<file path="config.mk">
export PLATFORM = sky130hd
export DESIGN_NAME = omem_write_buffer
export DESIGN_NICKNAME = d
export VERILOG_FILES = /design/src/rtl/omem_write_buffer_pkg.sv /design/src/rtl/omem_write_buffer_sync_fifo.sv /design/src/rtl/omem_write_buffer.sv
export SDC_FILE = /design/constraint.sdc
export NUM_CORES = 1
export LEC_CHECK = 0
export CORE_ASPECT_RATIO = 1.2
export CORE_MARGIN = 5
export CORE_UTILIZATION = 55
export DETAILED_ROUTE_END_ITERATION = 7
export GPL_TIMING_DRIVEN = 0
export PLACE_DENSITY = 0.75
export SLEW_MARGIN = 20
export SYNTH_ARGS = -nofsm -noshare
export SYNTH_HDL_FRONTEND = slang
export SYNTH_SLANG_ARGS = --single-unit
</file>
<file path="constraint.sdc">
create_clock -name Clock -period 8.85 [get_ports Clock]
set_clock_uncertainty 0.2 [all_clocks]
set_input_delay 1.3275 -clock Clock [delete_from_list [all_inputs] [get_ports Clock]]
set_output_delay 1.3275 -clock Clock [all_outputs]
set_load 0.005 [all_outputs]
</file>
<file path="src/rtl/omem_write_buffer_pkg.sv">
// Shared definitions for the OMEM write buffer: bus widths, FSM state encoding
// and the occupancy-counter width helper.
package omem_write_buffer_pkg;

  localparam int WB_BUS_W         = 32;
  localparam int WB_WIDTH_DEFAULT = WB_BUS_W;

  typedef enum logic {
    IDLE = 1'b0,
    BUS  = 1'b1
  } wbState_t;

  // The level counter must hold DEPTH itself, hence one bit more than the pointers.
  function automatic int levelWidth(input int depth);
    return $clog2(depth) + 1;
  endfunction

endpackage

</file>
<file path="src/rtl/omem_write_buffer_sync_fifo.sv">
// Synchronous FIFO holding buffered {address, data} words; the caller decides
// which pushes are accepted, so push and pop here are always honoured.
module sync_fifo
  import omem_write_buffer_pkg::*;
#(
  parameter int WIDTH = 64,
  parameter int DEPTH = 8
) (
  input  logic                          i_clock,
  input  logic                          i_reset,
  input  logic                          i_push,
  input  logic                          i_pop,
  input  logic [WIDTH-1:0]              i_data,
  output logic [WIDTH-1:0]              o_head,
  output logic [levelWidth(DEPTH)-1:0]  o_level,
  output logic                          o_empty,
  output logic                          o_full
);

  localparam int PTR_W = $clog2(DEPTH);
  localparam int LVL_W = levelWidth(DEPTH);

  logic [WIDTH-1:0] r_mem [DEPTH];
  logic [PTR_W-1:0] r_wrPtr;
  logic [PTR_W-1:0] r_rdPtr;
  logic [LVL_W-1:0] r_level;

  always_ff @(posedge i_clock) begin
    if (i_push) begin
      r_mem[r_wrPtr] <= i_data;
    end
  end

  // DEPTH is a power of two, so the pointers wrap by plain overflow.
  always_ff @(posedge i_clock) begin
    if (i_reset) begin
      r_wrPtr <= '0;
      r_rdPtr <= '0;
      r_level <= '0;
    end else begin
      if (i_push) r_wrPtr <= r_wrPtr + PTR_W'(1);
      if (i_pop)  r_rdPtr <= r_rdPtr + PTR_W'(1);
      case ({i_push, i_pop})
        2'b10:   r_level <= r_level + LVL_W'(1);
        2'b01:   r_level <= r_level - LVL_W'(1);
        default: r_level <= r_level;
      endcase
    end
  end

  assign o_head  = r_mem[r_rdPtr];
  assign o_level = r_level;
  assign o_empty = (r_level == '0);
  assign o_full  = (r_level == LVL_W'(DEPTH));

endmodule

</file>
<file path="src/rtl/omem_write_buffer.sv">
// Buffers vector-processor OMEM writes in a FIFO and drains them in order as
// Wishbone single writes; dropped writes raise a sticky overflow flag.
module omem_write_buffer
  import omem_write_buffer_pkg::*;
#(
  parameter int WB_WIDTH = WB_WIDTH_DEFAULT,
  parameter int DEPTH    = 8
) (
  input  logic                          Clock,
  input  logic                          Reset,
  input  logic                          iOMEM_WE,
  input  logic [WB_WIDTH-1:0]           iOMEM_ADDR,
  input  logic [WB_WIDTH-1:0]           iOMEM_DATA,
  input  logic                          iClearOverflow,
  output logic                          WB_CYC_O,
  output logic                          WB_STB_O,
  output logic                          WB_WE_O,
  output logic [WB_WIDTH-1:0]           WB_ADR_O,
  output logic [WB_WIDTH-1:0]           WB_DAT_O,
  input  logic                          WB_ACK_I,
  output logic                          oEmpty,
  output logic                          oFull,
  output logic [levelWidth(DEPTH)-1:0]  oLevel,
  output logic                          oOverflow
);

  localparam int LVL_W = levelWidth(DEPTH);

  wbState_t              r_state;
  logic                  r_cyc;
  logic                  r_stb;
  logic                  r_we;
  logic                  r_overflow;

  logic                  w_pop;
  logic                  w_push;
  logic                  w_drop;
  logic                  w_full;
  logic                  w_empty;
  logic [LVL_W-1:0]      w_level;
  logic [2*WB_WIDTH-1:0] w_head;

  // A full FIFO still takes a write when the head leaves in the same cycle.
  assign w_pop  = r_stb & WB_ACK_I;
  assign w_push = iOMEM_WE & (~w_full | w_pop);
  assign w_drop = iOMEM_WE & w_full & ~w_pop;

  sync_fifo #(
    .WIDTH (2*WB_WIDTH),
    .DEPTH (DEPTH)
  ) u_fifo (
    .i_clock (Clock),
    .i_reset (Reset),
    .i_push  (w_push),
    .i_pop   (w_pop),
    .i_data  ({iOMEM_ADDR, iOMEM_DATA}),
    .o_head  (w_head),
    .o_level (w_level),
    .o_empty (w_empty),
    .o_full  (w_full)
  );

  // The FSM looks at the registered level, so a write never bypasses the FIFO.
  always_ff @(posedge Clock) begin
    if (Reset) begin
      r_state    <= IDLE;
      r_cyc      <= 1'b0;
      r_stb      <= 1'b0;
      r_we       <= 1'b0;
      r_overflow <= 1'b0;
    end else begin
      if (w_drop)              r_overflow <= 1'b1;
      else if (iClearOverflow) r_overflow <= 1'b0;

      case (r_state)
        IDLE: begin
          if (w_level != '0) begin
            r_state <= BUS;
            r_cyc   <= 1'b1;
            r_stb   <= 1'b1;
            r_we    <= 1'b1;
          end
        end
        BUS: begin
          if (WB_ACK_I && !(w_level > LVL_W'(1) || iOMEM_WE)) begin
            r_state <= IDLE;
            r_cyc   <= 1'b0;
            r_stb   <= 1'b0;
            r_we    <= 1'b0;
          end
        end
        default: begin
          r_state <= IDLE;
          r_cyc   <= 1'b0;
          r_stb   <= 1'b0;
          r_we    <= 1'b0;
        end
      endcase
    end
  end

  assign WB_CYC_O  = r_cyc;
  assign WB_STB_O  = r_stb;
  assign WB_WE_O   = r_we;
  assign WB_ADR_O  = r_stb ? w_head[2*WB_WIDTH-1:WB_WIDTH] : '0;
  assign WB_DAT_O  = r_stb ? w_head[WB_WIDTH-1:0] : '0;
  assign oEmpty    = w_empty;
  assign oFull     = w_full;
  assign oLevel    = w_level;
  assign oOverflow = r_overflow;

endmodule

</file>
# Yosys cells after proc, flatten, opt, wreduce, memory -nomap -nowiden
# Memory sizes are Yosys's and may differ from the RTL's. A register that Yosys moved wholly into a read port is not among the register bits.
# Cells that the tools add are included.
dict set report totals {
  regBits 13
  ram_bits 512
  input_bits 69
  out_inout_bits 74
  word_cells 48
  mem_count 1
}
# memory depth word_bits rd rd_ports_with_merged_regs wr line_no
set mem_list {}
lappend mem_list {u_fifo.r_mem 8 64 1 1 1 omem_write_buffer_sync_fifo.sv:23} ;# logic [WIDTH-1:0] r_mem [DEPTH];
dict set report classes {
  add_sub_neg 4
  order_cmp 1
  eq_ne 5
  mux 15
  bitwise 8
  reduce_logical 8
}
# operator n
set ops {}
lappend ops {{$mux 32} 2}
lappend ops {{$mux 1} 8}
lappend ops {{$pmux 4 s2} 1}
lappend ops {{$add 3x1->3 const B} 2}
lappend ops {{$mux 3} 2}
lappend ops {{$add 4x1->4 const B} 1}
lappend ops {{$and 1x1->1} 4}
lappend ops {{$eq 4x4->1 const B} 1}
lappend ops {{$gt 4x1->1 const B} 1}
lappend ops {{$logic_not 4->1} 1}
lappend ops {{$pmux 1 s2} 2}
lappend ops {{$reduce_bool 2->1} 2}
lappend ops {{$reduce_bool 4->1} 1}
lappend ops {{$sub 4x1->4 const B} 1}
lappend ops {{$not 1->1} 3}
lappend ops {{$eq 2x1->1 const B} 1}
lappend ops {{$eq 2x2->1 const B} 1}
lappend ops {{$ne 2x1->1 const B} 1}
lappend ops {{$ne 2x2->1 const B} 1}
lappend ops {{$reduce_and 2->1} 1}
lappend ops {{$logic_and 1x1->1} 1}
lappend ops {{$logic_not 1->1} 1}
lappend ops {{$logic_or 1x1->1} 1}
lappend ops {{$or 1x1->1} 1}

# Logic depth before layout (Yosys ltp)
# Gate-level depths: netlist of the first run.
dict set report logic_depth {
  ltp_word 6
  ltp_mapped 6
  mapped_depth_nobuf 6
}

# Hierarchy
# Synthesis of the first run repeated with hierarchy kept, for this count alone.
dict set report unflattened {
  cells_unflattened 901
  area_unflattened_um2 20449.6
}
# mod instances cells_each area_each_um2
set by_module_without_submodules {}
lappend by_module_without_submodules {sync_fifo 1 810 19844.0}
lappend by_module_without_submodules {omem_write_buffer 1 91 605.6}

# Worst setup path before layout of the first run
# Ideal clock, no wire load.
dict set report synth_path {
  path_kind {input-to-reg}
  startpoint {input WB_ACK_I}
  endpoint {memory u_fifo.r_mem[0][0] (enable)}
  arrival_time_ns 6.416
  t_required_ns 8.085
  path_slack_ns 1.669
  path_stages 5
  path_buffers 1
  path_cell_list {and2_1 buf_2 o21ai_0 or2_2 nor3_1}
}
dict set report synth_via {
  elab_chain_cells 5
}
# item line_no
set synth_lines {}
lappend synth_lines {{start: declaration} omem_write_buffer.sv:20} ;# input logic WB_ACK_I,
lappend synth_lines {{$and 1x1->1} omem_write_buffer.sv:44} ;# assign w_pop = r_stb & WB_ACK_I;
lappend synth_lines {{$or 1x1->1} omem_write_buffer.sv:45} ;# assign w_push = iOMEM_WE & (~w_full | w_pop);
lappend synth_lines {{$and 1x1->1} omem_write_buffer.sv:45}
lappend synth_lines {{$mux 1} omem_write_buffer_sync_fifo.sv:29} ;# if (i_push) begin
lappend synth_lines {{$mux 1 (implied by the code)} omem_write_buffer_sync_fifo.sv:30} ;# r_mem[r_wrPtr] <= i_data;
lappend synth_lines {{end: declaration} omem_write_buffer_sync_fifo.sv:23}
# Every way passes these cells.

==> qor.yml, run 1 <==
status:
  run_status: "finished clean"
clocking:
  cts_max_path_buffers: 3
  cts_resized: 0
  clkSinkCount: 528
  cts_max_level: 2
  clk_latency_ps: 560
  cts_tree: "built"
  path_clk_slew_ps: 60
  cts_setup_buffers: 0
  root_buffer: "clkbuf_16"
  hold_buffers: 0
  numCtsBuffers: 50
pwr:
  power_density_mw_per_mm2: 236
  ir_worst_vdd_mv: 0.179
  leakagePower_nw: 7.73
timing:
  fmax_mhz: 215
  setup_tns_ps: 0
  holdWs_ps: 300
  rsz0062_at_grt: "no"
  fin_crit_sh_pct: 52.6
  period_minus_slack_ps: 4650
  maxSlewViolCount: 0
  hold_viol_final: 0
  maxSlewHeadroom_pct: 41.8
  worstMarginPinSlew_ps: 873
  setup_viol: 0
final_layout:
  layout.cell_area.non_filler_mm2: 0.0247
  drive_gt1_share_pct: 24.6
  nFillCells: 2338
  syn_to_final_growth_pct: 21.7
  finish.utilization_pct: 67.4
  final_nets: 1208
global_routing:
  antenna_found_initial: 3
  grt.met1_usage_pct: 27.9
  grt_first_pass_wirelength_um: 61600
  use_met3_pct: 3.11
  overflow: 0
  track_usage_pct: 20.4
  grt_max_degree: 21
  grt_busiest_layer: "met2"
  grt_pass1_vias: 10088
  met2_usage_pct: 34.9
die:
  dieArea_mm2: 0.0409
  die_h_um: 221
  num_rows: 77
  start_util_pct: 55.4
  core_mm2: 0.0367
  fp.dieW_um: 186
  num_io_pins: 143
detailed_routing:
  vias_per_cell: 5.79
  antenna_left: 0
  drc: 0
  firstDrtPassIters: 5
  dr.first_iter.drc_count: 936
  drt-total-wl_um: 40800
  routedWlPerCell_um: 24.7
  vias: 9566
worst_setup_path:
  crit_type: "reg -> out"
  cp_max_fo: 10
  required_ps: 7320
  crit_arrival_ps: 3130
  cp-end-kind: "output pin"
  startpoint_type: "flop"
synthesis:
  ys_types: 36
  synth_edf_count: 512
  synthCells: 902
  yosysTopAreaCell: "edfxtp_1"
  syn_area_mm2: 0.0203
  synth.avg_cell_area_um2: 22.5
  yosys-top-cells-area: "edfxtp_1 (76%), mux4_2 (14%), mux2i_1 (3.2%)"
  yosysSeqAreaShare_pct: 77.2
  synth_ff_type: "edfxtp_1"
  synth_top_area_share_pct: 75.6
  syn_nets: 977
  async_flop_share_pct: 0
  ys.warnings.count: 0
  ys_ff_latch: 528
placed_design:
  numPortBuffers: 142
  dpl_cell_area_mm2: 0.0230
  gp_congestion: 0.713
  detailed_place_hpwl_um: 25500
flow_run:
  cap_violations: 0
hold_path:
  min_path_type: "reg -> reg"
## power by group
part	total [mW]	leakage (nW)	internal, mW	switching (mW)
Sequential	2.84	4.78	2.82	0.0249
Clock	2.19	0.851	1.32	0.878
Combinational	0.809	2.10	0.448	0.362
Total	5.84	7.73	4.58	1.27
## final cells by class
cell class              instances  area (um2)  area share (%)
diodes                          2        5.00          0.0202
plain buffers                  46         263            1.06
clock buffers                  64        1430            5.77
clock inverters                30         299            1.21
inverters                       4        15.0          0.0607
multi-input cells             324        4420            17.8
flip-flops and latches        528       15700            63.4
well taps                     474         593            2.40
repair buffers                179        2030            8.20
## state kept, by name (all words and copies together), names as in the netlist, named ones only
name / cells
u_fifo.r_mem: 512
u_fifo.o_level: 4
u_fifo.r_rdPtr: 3
u_fifo.r_wrPtr: 3
WB_WE_O: 1
oOverflow: 1
r_state: 1
## final timing paths
path / from / endpoint / slack (ps) / depth (start not counted)
max: WB_WE_O / WB_ADR_O[14] / 4200 / 4
min: u_fifo.r_wrPtr[0] / u_fifo.r_wrPtr[0] / 300 / 2
max reg2reg: u_fifo.o_level[0] / u_fifo.r_mem[0][4] / 5200 / 10
min reg2reg: u_fifo.r_wrPtr[0] / u_fifo.r_wrPtr[0] / 300 / 2
## cell families after synthesis
family / synth area share [%]
AO/OA/AOI/OAI: 0.480
XOR/XNOR: 0.215
adder cells (fa/ha/maj): 0.369
buffers and inverters: 1.37
flip-flops: 77.2
multiplexers: 17.4
AND/OR/NAND/NOR: 2.95
## Yosys cell counts, types with 3 or more instances
master / n
inv_1: 4
nor3_1: 4
nand2b_1: 4
dfxtp_1: 16
nor2_1: 17
nor2b_1: 65
xnor2_1: 3
mux2i_1: 65
clkbuf_1: 9
buf_4: 13
buf_2: 21
ha_1: 6
mux4_2: 128
nand2_1: 5
edfxtp_1: 512
a21oi_1: 6
## routing by layer
layer / up-vias / share of wire (%)
met1: 4998 / 40
li1: 4208 / -
met5: - / 0.020
met4: 2 / 2.0
met2: 299 / 52
met3: 59 / 5.4
## placed cells by master, fill, tap and decap left out, types with 3 or more instances in the layout
cell	count
edfxtp_1	512
clkdlybuf4s50_1	142
mux4_2	128
mux2i_1	65
nor2b_1	65
clkbuf_16	54
buf_4	26
buf_2	21
dfxtp_1	16
clkbuf_1	15
nor2_1	11
clkinv_2	11
buf_16	11
clkinv_1	10
buf_6	7
nor2_4	6
a21oi_1	6
ha_1	6
bufinv_16	6
buf_12	6
nand2_1	5
inv_1	4
nand2b_1	4
clkbuf_8	4
xnor2_1	3
## per-stage QoR
stage	setup slack, ps	power [mW]	cells
global route	4090	6.06	1650
detailed placement	4150	3.72	1555
CTS	4180	5.90	1649
global placement	-3110	3.69	1518
finish	4200	5.84	1651
floorplan	1670	3.35	902
## worst max-delay path, stage by stage (launching register included)
cell and delay (ps):
dfxtp_1 480, clkbuf_1 690, clkbuf_1 500, nor2b_1 320, clkdlybuf4s50_1 570
Note: power is estimated with default switching activity, not from simulation.
==> inputs of run 2 (changes only) <==
CORE_UTILIZATION = 53   (was 55)
PLACE_DENSITY = 0.76   (was 0.75)
clock period = 3.95 ns   (was 8.85 ns; I/O delays follow)
==> run 2 against run 1 <==
Against the previous run:
- die area rose by 3.6%
- clock power increased by 96%
- setup slack worse by 4100 ps
- sequential cell count unchanged
==> qor.yml, run 2 (synthesized netlist as in run 1, its figures left out) <==
timing:
  hold_viol_final: 0
  period_minus_slack_ps: 3830
  setup_viol: 0
  rsz0062_at_grt: "no"
  worstMarginPinSlew_ps: 939
  maxSlewViolCount: 0
  maxSlewHeadroom_pct: 37.4
  fmax_mhz: 261
  holdWs_ps: 299
  fin_crit_sh_pct: 97.0
global_routing:
  antenna_found_initial: 3
  grt_max_degree: 21
  grt_first_pass_wirelength_um: 63600
  overflow: 0
  grt_pass1_vias: 10334
  track_usage_pct: 20.0
final_layout:
  largest_register_ff_count: 512
  syn_to_final_growth_pct: 20.8
  mostFrequentLayoutCells: "edfxtp_1 (512), clkdlybuf4s50_1 (142), mux4_2 (128)"
  nFillCells: 2427
  final_common_cell: "edfxtp_1"
  drive_gt1_share_pct: 23.5
  final_nets: 1202
  largest_register: "u_fifo.r_mem"
  register_area_mm2: 0.0157
  multi_input_area_mm2: 0.00443
clocking:
  cts_max_level: 2
  clk_latency_ps: 550
  hold_buffers: 0
  path_clk_slew_ps: 60
  root_buffer: "clkbuf_16"
  numCtsBuffers: 48
  clkSinkCount: 528
  cts_tree: "built"
  cts_max_path_buffers: 3
pwr:
  power_density_mw_per_mm2: 509
  combPwrFrac_pct: 14.7
  ir_worst_vdd_mv: 0.381
  power_mw: 12.5
  p_seq_share_pct: 50.9
  p_int_mw: 9.72
  power_frac_clock_pct: 34.4
  leakagePower_nw: 7.60
  switching_power_mw: 2.79
  p_sw_share_pct: 22.3
die:
  num_io_pins: 143
  dieArea_mm2: 0.0424
  start_util_pct: 53.7
  core_mm2: 0.0379
  fp.dieW_um: 189
  num_rows: 78
  die_h_um: 225
worst_setup_path:
  startpoint_type: "flop"
  cp_max_fo: 10
  rr_worst_depth: 9
  path_buf_inv: 3
  crit_path_cell_trace: "buf_1 -> buf_2 -> mux2i_1 -> nor2b_1 -> clkdlybuf4s50_1"
  crit_slowest_cell: "buf_1"
  cp-end-kind: "output pin"
  max_stage_delay_ps: 700
  reg2reg_from: "u_fifo.o_level[0]"
  crit_arrival_ps: 3040
  cp.depth: 5
  rrSetupSlack_ps: 640
  required_ps: 3160
  crit_family: "buffers and inverters"
  cp-endpoint: "WB_ADR_O[7]"
  crit_type: "reg -> out"
  crit-reg2reg-capture: "u_fifo.r_mem[0][6]"
placed_design:
  gp_congestion: 0.756
  numPortBuffers: 142
  detailed_place_hpwl_um: 26300
detailed_routing:
  vias: 9595
  antenna_left: 0
  drc: 0
  drt-total-wl_um: 41900
  firstDrtPassIters: 5
  vias_per_cell: 5.83
  dr.first_iter.drc_count: 782
  routedWlPerCell_um: 25.4
hold_path:
  min_path_type: "reg -> reg"
flow_run:
  cap_violations: 0
status:
  run_status: "finished clean"
run 2: cell types whose count changed in the layout (fill, tap and decap cells not counted), moves of 3 or more:
cell / before / now
bufinv_16: 6 / 2
clkinv_1: 10 / 14
clkinv_2: 11 / 8
buf_8: 2 / 9
buf_16: 11 / 14
buf_4: 26 / 13
clkbuf_8: 4 / 0
clkbuf_16: 54 / 49
run 2: worst min-delay path by stage:
stage,cells after the start,endpoint,slack [ps],startpoint
3_5_place_dp,1,WB_WE_O,300,r_state
4_1_cts,1,WB_WE_O,290,r_state
3_3_place_gp,1,WB_WE_O,270,r_state
2_1_floorplan,1,WB_WE_O,250,r_state
6_report,1,WB_WE_O,300,r_state
5_1_grt,1,WB_WE_O,320,r_state
run 2: worst reg2reg max path, delay by kind of cell (launching register included):
kind            cells  cell delay [ps]
compound gates      1              250
fa+ha+maj           1              260
buf+inv             4              710
flops               1              440
simple gates        3             1170
run 2: what timing repair did:
item	4_1_cts	5_1_grt
setup endpoints to repair	0	4
setup buffers	0	0
gates resized for setup	0	2
run 2: stage by stage:
stage / area (um2) / util [%] / std cells / setup TNS [ps] / setup WS (ps)
2_1_floorplan: 20400 / - / 902 / -154680 / -882
3_3_place_gp: 22400 / 59.1 / 1524 / -1279000 / -4050
3_5_place_dp: 23100 / 61.0 / 1557 / 0 / 394
4_1_cts: 24600 / 64.9 / 1643 / 0 / 56.4
5_1_grt: 24600 / 64.9 / 1645 / 0 / 28.7
6_report: 24600 / 64.9 / 1646 / 0 / 120
run 2: per-layer routing:
layer / GRT usage (%) / part of all wire, % / wire length (um) / vias to the layer above
met5: 0 / 0 / 0 / -
met3: 3.18 / 5.2 / 2200 / 58
met2: 34.7 / 53 / 22300 / 295
li1: - / - / - / 4192
met4: 6.00 / 2.2 / 905 / 0
met1: 26.5 / 39 / 16400 / 5050
run 2: power groups by stage:
stage	Combinational, mW	Sequential, mW	Clock [mW]
after floorplan	1.02	6.48	0
after global placement	1.77	6.49	0
after detailed placement	1.87	6.49	0
after CTS	1.88	6.37	4.37
after global routing	1.98	6.38	4.63
final	1.84	6.37	4.30
run 2: cell type report:
cell class,instances,area share [%]
Inverter,4,0.0611
Timing Repair Buffer,175,8.58
Tap cell,480,2.44
Antenna cell,3,0.0306
Clock buffer,57,5.11
Clock inverter,29,0.779
Multi-Input combinational cell,324,18.0
Sequential cell,528,63.9
Buffer,46,1.08
==> inputs of run 3 (changes only) <==
ABC_AREA = 1   (was default)
CORE_UTILIZATION = 55   (was 53)
CTS_BUF_LIST = sky130_fd_sc_hd__clkbuf_4 sky130_fd_sc_hd__clkbuf_8   (was default)
PLACE_DENSITY = 0.78   (was 0.76)
==> run 3 against run 2 <==
Against the previous run:
- fmax decreased by 0.56%
- critical path type unchanged
- highest routed layer is now met5
- synthesized area increased by 3.2%
- core utilization increased by 1.4 points
- worst hold slack got worse by 42 ps
- via count increased by 48%
- clock power decreased by 4%
- clock-buffer cell count increased by 50
- die area decreased by 0.55%
==> qor.yml, run 3 <==
status:
  run_status: "finished clean"
synthesis:
  synth_top_area_share_pct: 73.3
  synth_edf_count: 512
  ys_types: 21
  synth_commonest_cells: "nor2_1 (540), edfxtp_1 (512), o21ai_0 (238)"
  syn_area_mm2: 0.0210
  synth_ff_type: "edfxtp_1"
  yosysTopAreaCell: "edfxtp_1"
  yosysSeqAreaShare_pct: 74.8
  yosys-top-cells-area: "edfxtp_1 (73%), nor2_1 (9.7%), o21ai_0 (5.7%)"
  synth.avg_cell_area_um2: 12.4
  yosysMostFrequentCell: "nor2_1"
  async_flop_share_pct: 0
  synthCells: 1695
  ys.warnings.count: 0
  syn_nets: 1770
  ys_ff_latch: 528
timing:
  period_minus_slack_ps: 3850
  maxSlewViolCount: 0
  setup_tns_ps: 0
  rsz0062_at_grt: "yes"
  maxSlewHeadroom_pct: 45.8
  worstMarginPinSlew_ps: 811
  holdWs_ps: 258
  fin_crit_sh_pct: 97.5
  setup_viol: 0
  hold_viol_final: 0
  fmax_mhz: 260
final_layout:
  syn_to_final_growth_pct: 19.3
  final_nets: 2013
  multi_input_area_mm2: 0.00473
  drive_gt1_share_pct: 10.1
  largest_register: "u_fifo.r_mem"
  mostFrequentLayoutCells: "nor2_1 (529), edfxtp_1 (512), o21ai_0 (238)"
  register_area_mm2: 0.0157
  layout.cell_area.non_filler_mm2: 0.0250
  nFillCells: 2607
  final_common_cell: "nor2_1"
  largest_register_ff_count: 512
  finish.utilization_pct: 66.3
global_routing:
  antenna_found_initial: 3
  track_usage_pct: 23.7
  grt_pass1_vias: 14379
  grt.met1_usage_pct: 29.3
  grt_busiest_layer: "met2"
  overflow: 0
  met2_usage_pct: 41.0
  grt_max_degree: 25
  grt_first_pass_wirelength_um: 77600
  use_met3_pct: 4.01
die:
  num_io_pins: 143
  fp.dieW_um: 188
  dieArea_mm2: 0.0422
  core_mm2: 0.0378
  start_util_pct: 55.5
  num_rows: 78
  die_h_um: 224
placed_design:
  dpl_cell_area_mm2: 0.0236
  detailed_place_hpwl_um: 33000
  numPortBuffers: 142
  gp_congestion: 0.790
pwr:
  power_density_mw_per_mm2: 490
  ir_worst_vdd_mv: 0.406
  leakagePower_nw: 8.42
  power_mw: 12.3
detailed_routing:
  firstDrtPassIters: 6
  drt-total-wl_um: 50900
  routedWlPerCell_um: 20.6
  drc: 0
  dr.first_iter.drc_count: 1406
  vias_per_cell: 5.74
  antenna_left: 0
  vias: 14211
clocking:
  cts_setup_buffers: 0
  cts_max_level: 3
  cts_tree: "built"
  clkSinkCount: 528
  cts_resized: 2
  clk_latency_ps: 600
  numCtsBuffers: 79
  hold_buffers: 0
  path_clk_slew_ps: 60
  root_buffer: "clkbuf_8"
  cts_max_path_buffers: 3
worst_setup_path:
  crit_type: "reg -> out"
  crit_arrival_ps: 3060
  required_ps: 3160
  rr_worst_depth: 11
  cp-end-kind: "output pin"
  startpoint_type: "flop"
  cp_max_fo: 10
hold_path:
  worstHoldPathCells: 1
  min_path_type: "reg -> reg"
flow_run:
  cap_violations: 0
-- run 3: cell count changes in the layout (fill, tap and decap cells not counted), sizes merged, moves of 7 or more --
cell / delta
nor2b: -65
mux4: -128
o21ai: +324
o211ai: +62
nand3: +7
nor2: +523
clkbuf: +102
nand2: +82
inv: +11
mux2i: -65
-- run 3: final timing paths --
path                      from                 end  slack, ps
min reg2reg  u_fifo.r_rdPtr[2]                flop        260
max reg2reg  u_fifo.o_level[0]  u_fifo.r_mem[1][8]        770
max                       flop         WB_DAT_O[1]        100
min          u_fifo.r_rdPtr[2]                flop        260
-- run 3: critical path: stages, from the launching register on --
cell and delay, ps:
dfxtp_1 340, clkbuf_1 620, clkbuf_1 580, nor2_1 110, nor2_1 250, clkdlybuf4s50_1 550
-- run 3: metal layers --
metal / part of all wire (%) / routed length (um)
met3: 7.1 / 3630
met2: 51 / 25900
met4: 3.6 / 1830
met1: 38 / 19500
met5: 0.022 / 11
-- run 3: final cells by class --
class	count	area share [%]
Antenna cell	2	0.0200
Buffer	107	2.33
Clock buffer	107	5.21
Clock inverter	31	0.570
Inverter	15	0.225
Multi-Input combinational cell	1044	18.9
Sequential cell	528	62.7
Tap cell	480	2.40
Timing Repair Buffer	163	7.63
-- run 3: cells by family after synthesis --
group,Yosys count,synth area share [%]
AO/OA/AOI/OAI,396,10.2
XOR/XNOR,5,0.209
adder cells (fa/ha/maj),6,0.358
buffers and inverters,123,2.95
flip-flops,528,74.8
AND/OR/NAND/NOR,637,11.5
-- run 3: per-stage QoR --
stage               std cells  setup slack [ps]
floorplan                1695              -737
global placement         2317             -3470
detailed placement       2338               300
CTS                      2475              21.5
global route             2476             -11.8
finish                   2477              98.5
-- run 3: power by group --
| part | internal [mW] | switching, mW |
|---|---|---|
| logic | 0.674 | 1.12 |
| clock network | 2.14 | 1.99 |
| registers | 6.30 | 0.0456 |
